File: src/rtl/wb_trace_buffer.sv
// wb_trace_buffer: timestamped WB-stage register-write capture into a circular buffer, drained first-word-fall-through
module wb_trace_buffer #(
    parameter int DATA_W = 32,
    parameter int CYC_W  = 16,
    parameter int DEPTH  = 16,
    parameter int ADDR_W = 4
) (
    input  logic              clk,
    input  logic              reset,
    input  logic              enable,
    input  logic              clear,
    input  logic              wrap_mode,
    input  logic [31:0]       reg_mask,
    input  logic              wb_valid,
    input  logic [4:0]        wb_reg,
    input  logic [DATA_W-1:0] wb_data,
    input  logic              rd_ready,
    output logic              rd_valid,
    output logic [CYC_W-1:0]  rd_cycle,
    output logic [4:0]        rd_reg,
    output logic [DATA_W-1:0] rd_data,
    output logic [ADDR_W:0]   count,
    output logic              overflow,
    output logic [15:0]       dropped,
    output logic [CYC_W-1:0]  cycle_count
);
    localparam int ENT_W = CYC_W + 5 + DATA_W;
    localparam logic [ADDR_W:0] FULL_CNT = (ADDR_W+1)'(DEPTH);

    logic [ENT_W-1:0]  mem [DEPTH];
    logic [ADDR_W-1:0] wrPtr, rdPtr;
    logic              capture, pop, full, accept, lost, overwrite, doWrite;

    assign capture   = enable && wb_valid && wb_reg != 5'd0 && reg_mask[wb_reg];
    assign rd_valid  = count != '0;
    assign pop       = rd_valid && rd_ready;
    assign full      = count == FULL_CNT;
    // A pop frees the slot this cycle, so a full buffer with a pop still accepts normally
    assign accept    = capture && (!full || pop);
    assign lost      = capture && full && !pop;
    assign overwrite = lost && wrap_mode;
    assign doWrite   = accept || overwrite;
    assign {rd_cycle, rd_reg, rd_data} = mem[rdPtr];

    always_ff @(posedge clk)
        if (doWrite && !clear) mem[wrPtr] <= {cycle_count, wb_reg, wb_data};

    always_ff @(posedge clk or negedge reset) begin
        if (!reset) begin
            wrPtr       <= '0;
            rdPtr       <= '0;
            count       <= '0;
            overflow    <= 1'b0;
            dropped     <= '0;
            cycle_count <= '0;
        end else if (clear) begin
            wrPtr       <= '0;
            rdPtr       <= '0;
            count       <= '0;
            overflow    <= 1'b0;
            dropped     <= '0;
            cycle_count <= '0;
        end else begin
            if (enable) cycle_count <= cycle_count + CYC_W'(1);
            if (doWrite) wrPtr <= wrPtr + ADDR_W'(1);
            if (pop || overwrite) rdPtr <= rdPtr + ADDR_W'(1);
            count <= count + (ADDR_W+1)'(accept) - (ADDR_W+1)'(pop);
            if (lost) begin
                overflow <= 1'b1;
                dropped  <= dropped == 16'hFFFF ? dropped : dropped + 16'd1;
            end
        end
    end
endmodule

File: config.mk
export PLATFORM = sky130hd
export DESIGN_NAME = wb_trace_buffer
export DESIGN_NICKNAME = d
export VERILOG_FILES = /design/src/rtl/wb_trace_buffer.sv
export SDC_FILE = /design/constraint.sdc
export NUM_CORES = 1
export LEC_CHECK = 0
export CAP_MARGIN = 10
export CORE_UTILIZATION = 60
export DETAILED_ROUTE_END_ITERATION = 8
export GPL_TIMING_DRIVEN = 0
export PLACE_DENSITY = 0.79
export SYNTH_ARGS = -nofsm -noshare
export SYNTH_HDL_FRONTEND = slang
export SYNTH_SLANG_ARGS = --single-unit
File: constraint.sdc
create_clock -name clk -period 7.95 [get_ports clk]
set_input_delay 2.385 -clock clk [delete_from_list [all_inputs] [get_ports clk]]
set_output_delay 2.385 -clock clk [all_outputs]
set_load 0.02 [all_outputs]
# [After elaboration in Yosys (flattened, before gate mapping)]
# Memories as Yosys holds them, arrays and structs flattened.
# Index checks and enable logic that the tools add are counted.
[word_totals] n_memories=1 word_cells=55 ramBits=848 output_inout_bits=92 ff_bits=46 input_bits=76
[mem_list] memory="mem" depth=16 width=53 read_ports=1 rd_ports_with_merged_regs=0 write_ports=1 line="30" text="logic [ENT_W-1:0] mem [DEPTH];"
[classes] mux=16 magnitude_cmp=1 eq_ne=3 reduce_logical=22 n_addsub=6
[ops] operator="16-bit 2-to-1 mux" count=5
[ops] operator="16-bit by 1-bit adder with 16-bit output, second input constant" count=2
[ops] operator="16-bit equality test, second input constant" count=1
[ops] operator="4-bit 2-to-1 mux" count=4
[ops] operator="5-bit nonzero test" count=2
[ops] operator="1-bit logical AND" count=9
[ops] operator="4-bit by 1-bit adder with 4-bit output, second input constant" count=2
[ops] operator="2-bit nonzero test" count=4
[ops] operator="5-bit by 6-bit less-than comparator with 1-bit output, second input constant" count=1
[ops] operator="5-bit by 1-bit adder with 5-bit output" count=1
[ops] operator="1-bit binary-select mux with 5-bit select" count=1
[ops] operator="5-bit equality test, second input constant" count=1
[ops] operator="1-bit 2-to-1 mux" count=5
[ops] operator="5-bit 2-to-1 mux" count=1
[ops] operator="5-bit by 1-bit subtractor with 5-bit output" count=1
[ops] operator="1-bit zero test" count=3
[ops] operator="1-bit logical OR" count=3
[ops] operator="2-bit inequality test, second input constant" count=1
[ops] operator="2-bit AND reduction" count=1

# [Logic depth before layout (Yosys ltp)]
[logic_depth] depth_word=10 depth_mapped=14 depth_no_buf=13

# [Worst setup path after synthesis]
# No wires, ideal clock.
[synth_path] path_kind="input-to-reg" startpoint="in wb_reg[0]" endpoint="mem mem[10][0] (netlist name) (enable)" path_slack_ps=-1885 arrival_time_ps=9222 required_ps=7337 path_buffers=1 stages=7 setup_time_ps=613 path_cell_list="buf_6 -> mux4_2 -> o22ai_2 -> a311oi_4 -> o21a_1 -> nand3_2 -> nor4b_1"
[synth_via] elab_chain_cells=10 elab_cells_between_ends=13 cone_classes="4 x mux; 9 x reduce/logical"
[synth_lines] item="start, declared" line="15" text="input logic [4:0] wb_reg,"
[synth_lines] item="1-bit binary-select mux with 5-bit select / 5-bit nonzero test (equally long branches)" line="34" text="assign capture = enable && wb_valid && wb_reg != 5'd0 && reg_mask[wb_reg];"
[synth_lines] item="1-bit 2-to-1 mux (implied by the code) / 1-bit logical AND (equally long branches)" line="34"
[synth_lines] item="1-bit logical AND (*)" line="34"
[synth_lines] item="1-bit logical AND (2 in a row)" line="40" text="assign lost = capture && full && !pop;"
[synth_lines] item="1-bit logical AND" line="41" text="assign overwrite = lost && wrap_mode;"
[synth_lines] item="1-bit logical OR (*)" line="42" text="assign doWrite = accept || overwrite;"
[synth_lines] item="1-bit logical AND (*)" line="46" text="if (doWrite && !clear) mem[wrPtr] <= {cycle_count, wb_reg, wb_data};"
[synth_lines] item="1-bit 2-to-1 mux (*)" line="46"
[synth_lines] item="1-bit 2-to-1 mux (implied by the code) (*)" line="46"
[synth_lines] item="end, declared" line="30"
# Every way passes the cells marked *; elsewhere a longest branch is shown, timed or not. The select of a mux whose other input is x is not followed.

# [Final worst setup path]
[layout_path] startpoint="reg rdPtr[1]" endpoint="out rd_cycle[7]"
[layout_via] elab_chain_cells=1
[layout_lines] item="start, declared" line="31" text="logic [ADDR_W-1:0] wrPtr, rdPtr;"
[layout_lines] item="start signal, assigned" line="66" text="if (pop || overwrite) rdPtr <= rdPtr + ADDR_W'(1);"
[layout_lines] item="memory 16 x 53 bit"
[layout_lines] item="end, declared" line="19" text="output logic [CYC_W-1:0] rd_cycle,"
# Every way passes these cells.

==> impl_metrics.tcl <==
set metrics [dict create \
    status "finished, final reports clean" \
    die_w_um 243 \
    mostFrequentLayoutCell "edfxtp_1" \
    grt_antenna_before_repair 4 \
    dp_hpwl_mm 51.0 \
    numCtsBuffers 85 \
    arrival_ns 4.62 \
    cp-start-kind "flip-flop" \
    synth_top_area_cell "edfxtp_1" \
    tightest_slew_ns 1.18 \
    vias_per_cell 6.69 \
    fmax_ghz 0.143 \
    cts.sinks 894 \
    vias 17920 \
    core_area_um2 56800 \
    cts_tree "done" \
    hold_ws_ns 0.521 \
    root_buffer "clkbuf_16" \
    die_h_um 243 \
    portBuffers 165 \
    grt.total_usage 0.298 \
    synth_top_cell_area_share 0.732 \
    place_congestion 0.810 \
    min_path_type "reg2reg" \
    syn_avg_cell_area_um2 23.1 \
    finalHoldViolations 0 \
    leakage_nw 13.1 \
    synthCells 1503 \
    power.density_nw_per_um2 276 \
    peakVddDrop_uv 175 \
    drc_errors 0 \
    ios 168 \
    cts_resized 0 \
    firstDrtPassIters 8 \
    max_slew_margin 0.214 \
    synth_edf_count 848 \
    initial_utilization 0.612 \
    drive_above_1_share 0.279 \
    cp_num_cells 6 \
    clk_latency_ns 0.65 \
    tns_ns 0 \
    final_nets 1943 \
    ys_async_sr_fraction 0.0515 \
    synth-seq-area-share 0.765 \
    path_clk_slew_ns 0.07 \
    ys_seq_elements 894 \
    cpPeakStageDelay_ns 0.80 \
    fin_crit_sh 0.881 \
    cts_max_level 3 \
    synth-warning-count 0 \
    synth_ff_type "edfxtp_1" \
    grt_max_degree 44 \
    cp_cell_sequence "clkbuf_1 > clkbuf_1 > buf_1 > mux4_2 > mux4_2 > clkdlybuf4s50_1" \
    dp.cells 2519 \
    crit_fanout 10 \
    min_period_ns 7.00 \
    row_count 87 \
    max_cap_violations 0 \
    totalWireLength_mm 87.1 \
    critPathCaptureType "output pin" \
    crit_required_ns 5.57 \
    most-common-layout-cells "848 x edfxtp_1, 267 x mux4_2, 164 x clkdlybuf4s50_1" \
    drtIter0Drc 2243 \
    routedWlPerCell_um 32.5 \
    synth.distinct_cells 60 \
    overflow 0 \
    whs_path_depth 2 \
    ctsLongestPathBuffers 3 \
    die-area_um2 58900 \
    syn_to_final_growth_pct 18.8 \
    rsz0062_at_grt "false" \
    post_cts_buffers 0 \
    reg2reg_depth 7 \
    yosys-top-cells-area "edfxtp_1 73%, mux4_2 17%, dfrtp_1 3.3%, clkbuf_1 0.47%, ha_1 0.47%" \
    slowest_stage "buf_1" \
    path_buf_inv 4 \
    cpLargestDelayFamily "buffers and inverters" \
    ant_nets 0 \
    syn_nets 1593 \
    power_mw 11.4 \
    skew_ns 0.0153 \
    criticalPathCategory "reg2out" \
    postLayoutCoreUtil 0.728 \
    grt_pass1_vias 18876 \
    holdBufCountCts 0 \
    fin_cells 2678 \
    grt_pass1_wl_mm 125 \
    finalSetupViolCount 0 \
    syn-cell-area_um2 34800 \
    slew_violations 0 \
]
## where the power goes
| part | total, mW | switching [mW] | internal (mW) | leakage, nW |
|---|---|---|---|---|
| Sequential | 5.19 | 0.0244 | 5.16 | 8.33 |
| Combinational | 2.06 | 1.05 | 1.01 | 3.42 |
| Clock | 4.15 | 1.76 | 2.39 | 1.38 |
| Total | 11.4 | 2.84 | 8.56 | 13.1 |
## worst register-to-register path, delay by kind of cell (launching register included)
kind,cells,cell delay [ns]
DFF,1,0.37
buffers and inverters,3,1.89
and+or+nand+nor,4,1.09
## state kept, by name (all words and copies together), names as in the netlist
signal       flops
mem            848
cycle_count     16
rdPtr            4
overflow         1
dropped         16
count            5
wrPtr            4
## Yosys cell counts, types with 2 or more instances
library cell / instances
edfxtp_1: 848
mux4_2: 267
dfrtp_1: 46
clkbuf_1: 44
nor2_1: 38
a21oi_1: 19
nand2_1: 19
nand3_1: 19
buf_1: 17
ha_1: 13
inv_1: 12
o21ai_0: 12
or3_1: 12
xor2_1: 12
and3_1: 10
nor2b_1: 10
nor3_1: 9
mux2_2: 8
buf_2: 6
nand2b_1: 6
nand4_1: 6
nor4_1: 6
xnor2_1: 6
mux4_1: 4
a22oi_1: 3
buf_6: 3
mux2_1: 3
mux2i_1: 3
nand3b_1: 3
nor3b_1: 3
and4_1: 2
buf_4: 2
nor4b_1: 2
o21a_1: 2
o21ai_2: 2
or4_1: 2
## cells by family (layout without fill, tap and decap cells)
kind of cell	after synthesis	in the layout	share of synthesized area
other	0	3	0
muxes	285	285	0.180
DFF	894	894	0.765
AOI/OAI and AO/OA	48	48	0.00914
xor gates and xnor gates	18	18	0.00453
and+or+nand+nor	157	157	0.0245
buffers and inverters	87	503	0.0112
adders and majority gates	14	14	0.00525
## through the flow
| step | worst slack [ns] | cell area (µm²) |
|---|---|---|
| detailed placement | 0.985 | 38500 |
| global placement | -9.63 | 37400 |
| floorplan | -1.88 | 34800 |
| global route | 0.926 | 41300 |
| CTS | 0.947 | 41300 |
| finish | 0.946 | 41300 |
## path summary, 6_finish.rpt
path / start / to / slack [ns]
max in group asynchronous: reset / cycle_count[15] / 5.73
min in group asynchronous: reset / cycle_count[3] / 1.69
worst min register to register: overflow / overflow / 0.52
worst max register to register: rdPtr[1] / rdPtr[3] / 4.52
worst min-delay path: overflow / overflow / 0.52
worst max-delay path: rdPtr[1] / rd_cycle[7] / 0.95
## routing by layer
| metal | GRT usage | wire length, µm |
|---|---|---|
| met5 | 0 | 13 |
| met2 | 0.506 | 46000 |
| met3 | 0.0498 | 7330 |
| met1 | 0.389 | 31000 |
| met4 | 0.116 | 2760 |
## layout make-up
cell class | instances | area, µm²
Multi-Input combinational cell | 522 | 7890
Clock buffer | 103 | 2210
Sequential cell | 894 | 26600
Buffer | 75 | 345
Antenna cell | 3 | 7.51
Fill cell | 3099 | 15500
Timing Repair Buffer | 263 | 2680
Inverter | 12 | 45.0
Clock inverter | 50 | 609
Tap cell | 756 | 946
Note: power is estimated with default switching activity, not from simulation.
==> RTL change 1, RTL diff (same settings) <==
`ADDR_W`: 4 -> 5.
--- a/src/rtl/wb_trace_buffer.sv
+++ b/src/rtl/wb_trace_buffer.sv
@@ -4,5 +4,5 @@
     parameter int CYC_W  = 16,
     parameter int DEPTH  = 16,
-    parameter int ADDR_W = 4
+    parameter int ADDR_W = 5
 ) (
     input  logic              clk,
Ports: changed (resized count); port bits go from 168 to 169. The function was not compared with the original's and may differ.
==> RTL change 1 against the unedited design <==
Clock power down 1%; register-to-register slack lost 0.11 ns; routed wire length up 0.34%; die area is 0.21% higher; sequential cell count increased by 1; worst setup slack better by 0.11 ns; critical endpoint is now rd_cycle[5]; power up 9.1%; synthesized cell count increased by 1.3%; global-route usage up 0.46 points; largest power group unchanged; final area is 0.45% lower; highest routed layer unchanged; area after synthesis grew 0.21%; count of clock-buffer cells in the layout rose by 10.
==> RTL change 1: results <==
[power]
internal_power_uw = 9067
max-vdd-ir-drop_mv = 0.2246
power_per_cell_area_nw_per_um2 = 302.0
static-leakage-power_uw = 0.01293

[yosys]
netlist_top_cells_count = "sky130_fd_sc_hd__edfxtp_1, sky130_fd_sc_hd__mux4_2, sky130_fd_sc_hd__dfrtp_1"
synth_fa_ha_area_frac = 0.005958
synthArstFlopShare = 0.05251
part_of_the_yosys_area_used_for_sequential_elements = 0.7642
synth_compound_gate_area_share = 0.01138
post_synth_mux_area_share = 0.1780
post_synthesis_area_per_instance_um2 = 22.90
synthDistinctLibCells = 53
synth-xor-area-share = 0.004020

[status]
outcome = "complete, no violations"

[global_routing]
antenna_found_initial = 3
gr-usage-met3 = 0.05330
gr_met1_demand_resource = 0.4028
via_count_of_the_first_global_routing_pass = 18960
globalRouteTotalUtil = 0.3021
met2_usage = 0.5096

[routing]
detail_route.iter0.violations = 2276
route.met3.wl_um = 8067
met2_wirelength_from_detailed_routing_um = 45150
routedLengthMet1_um = 31410
detail_route.vias_per_cell = 6.752
number_of_detailed_route_iterations_in_the_first_pass = 7
drt-wirelength-per-cell_um = 32.76

[timing]
worst_slew_margin_rel = 0.1791
fin_worst_skew_ns = 0.01627

[finish]
drive_gt1_frac = 0.2562
fillCellCount = 3093
instances_no_fill = 2667

[placement]
placed_cells_incl_taps = 2502
gp_congestion = 0.7861
place_worst_setup_slack_ns = 0.6890
detailedPlacementHpwl_um = 48980
dpl-instance-area_um2 = 38280

[clocking]
cts_made_buffers = 87

[critical_path]
worst_ep_arrival_time_ns = 4.51
critPathMaxStageDelay_ns = 0.75
RTL change 1: final timing paths:
check                                         endpoint  slack (ns)  depth (start not counted)
min                               overflow$_DFFE_PN0P_        0.54                          2
min reg2reg                       overflow$_DFFE_PN0P_        0.54                          2
max                                        rd_cycle[5]        1.06                          6
max in group asynchronous  cycle_count[12]$_DFFE_PN0P_        5.69                          2
min in group asynchronous   cycle_count[0]$_DFFE_PN0P_        1.71                          1
max reg2reg                       mem[1][10]$_DFFE_PP_        4.41                          9
RTL change 1: area by class of cell:
| type | instances | area, um2 | area share |
|---|---|---|---|
| tap | 756 | 945.9 | 0.02298 |
| timing repair buffer | 228 | 2439 | 0.05925 |
| clock inverter | 46 | 416.7 | 0.01012 |
| buffer | 78 | 321.6 | 0.007813 |
| antenna | 2 | 5.005 | 0.0001216 |
| multi-input combinational | 536 | 7939 | 0.1929 |
| sequential | 895 | 26640 | 0.6473 |
| inverter | 13 | 48.80 | 0.001186 |
| clock buffer | 113 | 2402 | 0.05837 |
==> RTL change 2, RTL diff (same flow settings) <==
Without the edit above. Make the reset (`reset`) synchronous in one clocked block.
--- a/src/rtl/wb_trace_buffer.sv
+++ b/src/rtl/wb_trace_buffer.sv
@@ -46,5 +46,5 @@
         if (doWrite && !clear) mem[wrPtr] <= {cycle_count, wb_reg, wb_data};
 
-    always_ff @(posedge clk or negedge reset) begin
+    always_ff @(posedge clk) begin
         if (!reset) begin
             wrPtr       <= '0;
Formal check against the unedited RTL: differs if reset is asserted again (counterexample within 4 cycles, from zero or initial values and one cycle with reset low); with reset held inactive, the same outputs for 4 cycles.
==> RTL change 2 against the unedited design <==
Die area is 0.78% lower; routed wire length is 4.0% lower; area after synthesis is 0.78% lower; final area is 2.2% lower; worst setup slack better by 0.14 ns; clock skew is 0.011 ns higher; hold slack worse by 0.026 ns; sequential cell count is 4 higher; via count is 2.1% lower; critical endpoint is now rd_data[14]; largest cell class unchanged.
Power is not compared: it rests on default switching activity, and its combinational part moved more than twofold at a synthesized area within 25%.
==> RTL change 2: results <==
[timing]
fin_worst_skew_ns = 0.02676
tightestPinTransition_ns = 1.185

[placement]
place_worst_setup_slack_ns = 1.105
io_buffer_count = 167
detailedPlacementHpwl_um = 42290
dpl-instance-area_um2 = 37580
gp_congestion = 0.8395

[global_routing]
via_count_of_the_first_global_routing_pass = 18160
antenna_found_initial = 3
globalRouteTotalUtil = 0.2900
grt_first_pass_wirelength_um = 120400
grt_max_degree = 37

[finish]
fillCellCount = 3159
drive_gt1_frac = 0.2407
final_nets = 1872

[yosys]
synthDistinctLibCells = 54
part_of_the_yosys_area_used_for_sequential_elements = 0.7668
synthArstFlopShare = 0
leading_cell_types_by_total_area_after_synthesis = "sky130_fd_sc_hd__edfxtp_1, sky130_fd_sc_hd__mux4_2, sky130_fd_sc_hd__dfxtp_1"
synth_top_flop_cell = "sky130_fd_sc_hd__edfxtp_1"
synth-edff-count = 848
number_of_warning_messages_in_the_yosys_log = 0
netlist_top_cells_count = "sky130_fd_sc_hd__edfxtp_1, sky130_fd_sc_hd__mux4_2, sky130_fd_sc_hd__clkbuf_1, sky130_fd_sc_hd__dfxtp_1, sky130_fd_sc_hd__nor2_1"
mappedNetlistNets = 1601

[routing]
drt-wirelength-per-cell_um = 32.06
detail_route.iter0.violations = 1993
number_of_detailed_route_iterations_in_the_first_pass = 5
detail_route.vias_per_cell = 6.732

[clocking]
post_cts.repair.setup_buffers = 0
postCtsResizedCells = 0
cts.clk_slew.worst_paths_ns = 0.06
insertion_delay_to_the_later_sink_of_the_worst_skew_pair_ns = 0.65
cts_htree_levels = 3
cts.path.max_buffers = 3
cts_made_buffers = 85

[critical_path]
worstPathMaxFanout = 10
worst_ep_arrival_time_ns = 4.48
worstReg2RegStart = "count[2]$_SDFF_PP0_"

[worst_hold_path]
hold_path.startpoint = "overflow$_SDFFE_PP0P_"

[power]
static-leakage-power_uw = 0.01216
max-vdd-ir-drop_mv = 0.2133

[status]
outcome = "complete, no violations"
[RTL change 2: changes by cell type after synthesis, moves of 5 or more]
cell,change
sky130_fd_sc_hd__nor2b_1,-7
sky130_fd_sc_hd__o21ai_0,+7
sky130_fd_sc_hd__dfxtp_1,+50
sky130_fd_sc_hd__nor2_1,-10
sky130_fd_sc_hd__nand3_1,-6
sky130_fd_sc_hd__buf_2,-5
sky130_fd_sc_hd__clkbuf_1,+6
sky130_fd_sc_hd__inv_1,+7
sky130_fd_sc_hd__dfrtp_1,-46
sky130_fd_sc_hd__nand2_1,+6
sky130_fd_sc_hd__and3_1,+9
[RTL change 2: power by group]
part / switching, uW / internal (uW)
registers: 13.9 / 5160
logic: 421 / 412
clock network: 1740 / 2380
total: 2170 / 7960
[RTL change 2: cell type report]
type,instances,area (um2),area share
repair buffers,184,2059,0.05095
flip-flops and latches,898,26470,0.6547
multi-input cells,520,7760,0.1920
clock buffers,105,2296,0.05680
diodes,2,5.005,0.0001238
clock inverters,49,520.5,0.01288
plain buffers,74,297.8,0.007367
inverters,19,71.32,0.001764
well taps,756,945.9,0.02340
[RTL change 2: worst paths after layout]
check / endpoint / slack (ns) / depth (start not counted)
setup / recovery: rd_data[14] / 1.08 / 6
hold / removal: overflow$_SDFFE_PP0P_ / 0.49 / 2
setup reg to reg: mem[4][13]$_DFFE_PP_ / 4.69 / 8
hold reg to reg: overflow$_SDFFE_PP0P_ / 0.49 / 2
[RTL change 2: metrics by stage]
stage,hold slack [ns],std cells
finish,0.4946,2607
global route,0.5215,2607
CTS,0.4869,2604
detailed placement,0.4673,2450
global placement,0.4675,2434
floorplan,0.4883,1511
[RTL change 2: per-layer routing]
metal	wire [um]	track usage
met5	11	0
met2	42010	0.4752
met1	30500	0.3930
met3	8243	0.05683
met4	2808	0.1078
[RTL change 2: critical path, cell delays in order, from the launching register on]
cell,delay (ns)
sky130_fd_sc_hd__dfxtp_1,0.32
sky130_fd_sc_hd__clkbuf_1,0.18
sky130_fd_sc_hd__clkbuf_1,0.64
sky130_fd_sc_hd__clkbuf_1,0.94
sky130_fd_sc_hd__mux4_2,0.64
sky130_fd_sc_hd__mux4_2,0.54
sky130_fd_sc_hd__clkdlybuf4s50_1,0.57
[RTL change 2: logic make-up after synthesis]
logic type	after synthesis	synth area share
XOR/XNOR	15	0.003807
buffers and inverters	93	0.01069
AO/OA/AOI/OAI	72	0.01294
flip-flops	898	0.7668
multiplexers	276	0.1785
AND/OR/NAND/NOR	143	0.02193
adder cells (fa/ha/maj)	14	0.005293
